### src/rtl/wb_cmd_master.sv
// rtl/wb_cmd_master.sv - single-outstanding Wishbone initiator driven by a valid/ready command stream
// Optional ACK timeout: define WB_MASTER_TIMEOUT_EN.
module wb_cmd_master #(
    parameter int ADDRWIDTH      = 7,
    parameter int DATAWIDTH      = 32,
    parameter int TIMEOUT_CYCLES = 255
) (
    input  logic                 WBs_CLK_i,
    input  logic                 WBs_RST_i,
    input  logic                 cmd_valid_i,
    output logic                 cmd_ready_o,
    input  logic                 cmd_we_i,
    input  logic [ADDRWIDTH-1:0] cmd_adr_i,
    input  logic [DATAWIDTH-1:0] cmd_dat_i,
    input  logic [3:0]           cmd_sel_i,
    output logic                 rsp_valid_o,
    input  logic                 rsp_ready_i,
    output logic [DATAWIDTH-1:0] rsp_dat_o,
    output logic                 rsp_err_o,
    output logic [ADDRWIDTH-1:0] WBm_ADR_o,
    output logic                 WBm_CYC_o,
    output logic                 WBm_STB_o,
    output logic                 WBm_WE_o,
    output logic [3:0]           WBm_BYTE_STB_o,
    output logic [DATAWIDTH-1:0] WBm_DAT_o,
    input  logic [DATAWIDTH-1:0] WBm_DAT_i,
    input  logic                 WBm_ACK_i
);

    typedef enum logic [1:0] {
        ST_IDLE = 2'd0,
        ST_BUS  = 2'd1,
        ST_RSP  = 2'd2
    } state_t;

    state_t                 state_q;
    logic                   cmd_ready_q;
    logic                   rsp_valid_q;
    logic [DATAWIDTH-1:0]   rsp_dat_q;
    logic                   cyc_q;
    logic                   we_q;
    logic [ADDRWIDTH-1:0]   adr_q;
    logic [DATAWIDTH-1:0]   dat_q;
    logic [3:0]             sel_q;

`ifdef WB_MASTER_TIMEOUT_EN
    localparam int CNTW = ($clog2(TIMEOUT_CYCLES + 1) > 8) ? $clog2(TIMEOUT_CYCLES + 1) : 8;

    logic            rsp_err_q;
    logic [CNTW-1:0] tmo_cnt_q;
    logic [CNTW-1:0] tmo_cnt_d;
    logic            tmo_hit;

    // Compare the incremented count so CYC stays high exactly TIMEOUT_CYCLES cycles.
    assign tmo_cnt_d = tmo_cnt_q + 1'b1;
    assign tmo_hit   = (tmo_cnt_d == CNTW'(TIMEOUT_CYCLES));
    assign rsp_err_o = rsp_err_q;
`else
    assign rsp_err_o = 1'b0;
`endif

    always_ff @(posedge WBs_CLK_i or posedge WBs_RST_i) begin
        if (WBs_RST_i) begin
            state_q     <= ST_IDLE;
            cmd_ready_q <= 1'b0;
            rsp_valid_q <= 1'b0;
            rsp_dat_q   <= '0;
            cyc_q       <= 1'b0;
            we_q        <= 1'b0;
            adr_q       <= '0;
            dat_q       <= '0;
            sel_q       <= '0;
`ifdef WB_MASTER_TIMEOUT_EN
            rsp_err_q   <= 1'b0;
            tmo_cnt_q   <= '0;
`endif
        end else begin
            case (state_q)
                ST_IDLE: begin
                    cmd_ready_q <= 1'b1;
                    if (cmd_valid_i && cmd_ready_q) begin
                        cmd_ready_q <= 1'b0;
                        cyc_q       <= 1'b1;
                        we_q        <= cmd_we_i;
                        adr_q       <= cmd_adr_i;
                        dat_q       <= cmd_dat_i;
                        sel_q       <= cmd_sel_i;
`ifdef WB_MASTER_TIMEOUT_EN
                        tmo_cnt_q   <= '0;
`endif
                        state_q     <= ST_BUS;
                    end
                end
                ST_BUS: begin
                    if (WBm_ACK_i) begin
                        cyc_q       <= 1'b0;
                        we_q        <= 1'b0;
                        rsp_dat_q   <= we_q ? '0 : WBm_DAT_i;
                        rsp_valid_q <= 1'b1;
`ifdef WB_MASTER_TIMEOUT_EN
                        rsp_err_q   <= 1'b0;
`endif
                        state_q     <= ST_RSP;
                    end
`ifdef WB_MASTER_TIMEOUT_EN
                    else if (tmo_hit) begin
                        cyc_q       <= 1'b0;
                        we_q        <= 1'b0;
                        rsp_dat_q   <= '0;
                        rsp_err_q   <= 1'b1;
                        rsp_valid_q <= 1'b1;
                        state_q     <= ST_RSP;
                    end else begin
                        tmo_cnt_q   <= tmo_cnt_d;
                    end
`endif
                end
                ST_RSP: begin
                    // Raise ready on exit so the next command can be taken in the first IDLE cycle.
                    if (rsp_ready_i) begin
                        rsp_valid_q <= 1'b0;
                        cmd_ready_q <= 1'b1;
                        state_q     <= ST_IDLE;
                    end
                end
                default: begin
                    cyc_q       <= 1'b0;
                    we_q        <= 1'b0;
                    rsp_valid_q <= 1'b0;
                    cmd_ready_q <= 1'b0;
                    state_q     <= ST_IDLE;
                end
            endcase
        end
    end

    assign cmd_ready_o    = cmd_ready_q;
    assign rsp_valid_o    = rsp_valid_q;
    assign rsp_dat_o      = rsp_dat_q;
    assign WBm_ADR_o      = adr_q;
    assign WBm_CYC_o      = cyc_q;
    assign WBm_STB_o      = cyc_q;
    assign WBm_WE_o       = we_q;
    assign WBm_BYTE_STB_o = sel_q;
    assign WBm_DAT_o      = dat_q;

endmodule

### config.mk
export PLATFORM = sky130hd
export DESIGN_NAME = wb_cmd_master
export DESIGN_NICKNAME = d
export VERILOG_FILES = /design/src/rtl/wb_cmd_master.sv
export SDC_FILE = /design/constraint.sdc
export NUM_CORES = 1
export LEC_CHECK = 0
export ABC_AREA = 1
export BUFFER_PORTS_ARGS = -buffer_cell sky130_fd_sc_hd__buf_2
export CORE_UTILIZATION = 46
export DETAILED_ROUTE_END_ITERATION = 7
export PLACE_DENSITY = 0.8
export REMOVE_ABC_BUFFERS = 1
export SLEW_MARGIN = 25
export SYNTH_ARGS = -nofsm -noshare
export SYNTH_HDL_FRONTEND = slang
export SYNTH_SLANG_ARGS = --single-unit
### constraint.sdc
create_clock -name WBs_CLK_i -period 2.9 [get_ports WBs_CLK_i]
set_input_delay 0.29 -clock WBs_CLK_i [delete_from_list [all_inputs] [get_ports WBs_CLK_i]]
set_output_delay 0.29 -clock WBs_CLK_i [all_outputs]
set_load 0.05 [all_outputs]
==> flow_summary_export.csv <==
group,metric,value,unit
worst_setup_path,arrival,1860,ps
worst_setup_path,critPathKind,"flip-flop to flip-flop",
sta,min_period,1680,ps
cts,cts-root-buf,"clkbuf_8",
floorplanning,start_util,47.9,%
worst_setup_path,worstPathCellList,"inv_1 -> nand2_1 -> nor2_4 -> buf_4 -> inv_2 -> o21ai_0",
run_status,run_status,"finished clean",
sta,finalSetupTns,0,ps
synthesis,synth_common_cells,"nand2_1 (116), dfrtp_1 (81), inv_1 (48)",
synthesis,synth_area_leader_cell,"dfrtp_1",
cts,cts_buffers,9,
floorplanning,die-area,7460,um2
synthesis,synth_ff_type,"dfrtp_1",
synthesis,ys_top_cells_by_area,"dfrtp_1 (62%), nand2_1 (13%), inv_1 (5.5%)",
floorplanning,die_w,86.4,um
worst_setup_path,endpoint_kind,"flip-flop",
hold_path,hold_path.class,"primary input to async pin",
cells_and_area,area_growth,31.4,%
floorplanning,rows,30,
cells_and_area,diodes,0,
placement,dp_slack,1250,ps
synthesis,yosys_warnings,0,
drt,vias_per_cell,4.63,
synthesis,syn_area,3270,um2
cts,cts_tree,"built",
drt,antenna_left,0,
synthesis,ys_types,20,
job,drv_cap,0,
placement,gp_congestion,0.759,
worst_setup_path,cpLargestDelayFamily,"buffers and inverters",
cts,cts-resized-gates,0,
cts,cts_sinks,81,
synthesis,synth_top_area_share,61.9,%
worst_setup_path,crit_slowest_cell,"dfrtp_1",
grt,grt_util_all_layers,20.0,%
cells_and_area,drive_above_1_share,36.3,%
drt,wl,7210,um
cells_and_area,utilization,63.0,%
worst_setup_path,crit_required,3080,ps
worst_setup_path,cp_slowest_stage_delay,450,ps
grt,grt_pass1_vias,2484,
drt,dr_total_vias,2827,
drt,drt_iter0_markers,78,
synthesis,netlist_instances,356,
worst_setup_path,path_max_fanout,34,
placement,io_buffers,160,
cts,hold_buffers,0,
cells_and_area,design_area,4300,um2
floorplanning,die_h,86.4,um
grt,grt_remaining_overflow,0,
cts,clkLatencyLatePin,330,ps
sta,slew_violations,0,
drt,detail_route.wl_per_cell,11.8,um
sta,hold_viol_final,0,
sta,fin_ws,1220,ps
floorplanning,num_io_pins,162,
sta,maxSlewHeadroom,39.4,%
sta,final-setup-viol-count,0,
worst_setup_path,start_kind,"flip-flop",
synthesis,seq_area_frac_synth,61.9,%
cts,path_clk_slew,80,ps
drt,drcViolationCount,0,
sta,worst_clock_skew,9.24,ps
cts,cts_buffer_depth,2,
placement,dp_hpwl,5090,um
drt,drtPass1Iterations,4,
grt,grt_max_degree,89,
sta,timing.fmax,596,MHz
cts,postCtsSetupBuffers,0,
synthesis,synth-edff-count,0,
floorplanning,core-area,6830,um2
synthesis,synth.most_common_cell,"nand2_1",
grt,grt_pass1_wl,11600,um
placement,placed_cell_area,4090,um2
sta,tightest_slew,908,ps
synthesis,ys_ff_latch,81,
synthesis,synthArstFlopShare,100,%
grt,antenna_found_initial,0,
sta,period_share,57.9,%
sta,rsz0062_at_grt,"false",
worst_setup_path,critPathBufInv,3,
cells_and_area,nets,591,
synthesis,syn_area_per_cell,9.19,um2
cts,h-tree-depth,3,
==> area by class of cell <==
cell class / count / area (um2)
Sequential cell: 81 / 2030
Multi-Input combinational cell: 206 / 922
Clock buffer: 11 / 131
Tap cell: 96 / 120
Fill cell: 618 / 2530
Timing Repair Buffer: 163 / 836
Clock inverter: 5 / 80.1
Inverter: 49 / 185
==> cell usage in the layout, fill, tap and decap left out <==
master	n
buf_2	160
nand2_1	116
dfrtp_1	81
inv_1	47
nand3_1	35
o21ai_0	27
o21ai_1	15
clkbuf_8	9
o21ai_2	5
clkinv_2	2
clkinvlp_4	2
clkbuf_1	2
bufinv_16	2
buf_4	2
nor2_2	1
nand3_2	1
nor2_4	1
inv_2	1
nor3b_1	1
o21a_1	1
a21oi_1	1
and2_1	1
conb_1	1
buf_12	1
==> metal layers <==
| metal | track usage [%] | routed length, um |
|---|---|---|
| met1 | 26.5 | 3180 |
| met2 | 31.0 | 3180 |
| met3 | 6.38 | 762 |
| met4 | 7.58 | 95 |
| met5 | 0 | 0 |
==> worst min-delay path, stage by stage <==
cell and delay, ps:
buf_2 100, clkinv_2 50, buf_12 350
==> cell families (layout without fill, tap and decap cells) <==
family / after synthesis / count (layout) / share of synthesized area (%)
DFF: 81 / 81 / 61.9
other: 1 / 1 / 0.115
AOI/OAI and AO/OA: 49 / 49 / 8.14
buffers and inverters: 69 / 228 / 9.90
and+or+nand+nor: 156 / 156 / 19.9
==> metrics by stage <==
| stage | hold WS (ps) | cells |
|---|---|---|
| floorplan | 398 | 336 |
| global placement | 416 | 595 |
| detailed placement | 419 | 595 |
| CTS | 52.9 | 611 |
| global route | 72.2 | 611 |
| finish | 47.0 | 611 |
==> flip-flops by register name, indices dropped and copies added, names as in the netlist <==
| signal | count |
|---|---|
| cmd_ready_o | 1 |
| WBm_ADR_o | 7 |
| WBm_BYTE_STB_o | 4 |
| WBm_CYC_o | 1 |
| WBm_DAT_o | 32 |
| rsp_valid_o | 1 |
| rsp_dat_o | 32 |
| state_q | 2 |
| WBm_WE_o | 1 |
==> final timing paths <==
kind / start / endpoint / slack [ps] / cells past startpoint
setup reg to reg: state_q[1] / state_q[1] / 1220 / 6
min in group WBs_CLK_i: cmd_dat_i[12] / WBm_DAT_o[12] / 180 / 3
max in group asynchronous: WBs_RST_i / rsp_dat_o[4] / 2540 / 3
setup / recovery: state_q[1] / state_q[1] / 1220 / 6
hold / removal: WBs_RST_i / WBm_DAT_o[4] / 50 / 3
hold reg to reg: rsp_dat_o[30] / rsp_dat_o[30] / 480 / 2
Power is not shown: default switching activity piles up to over one toggle a cycle in this logic, so the estimate is an artifact.
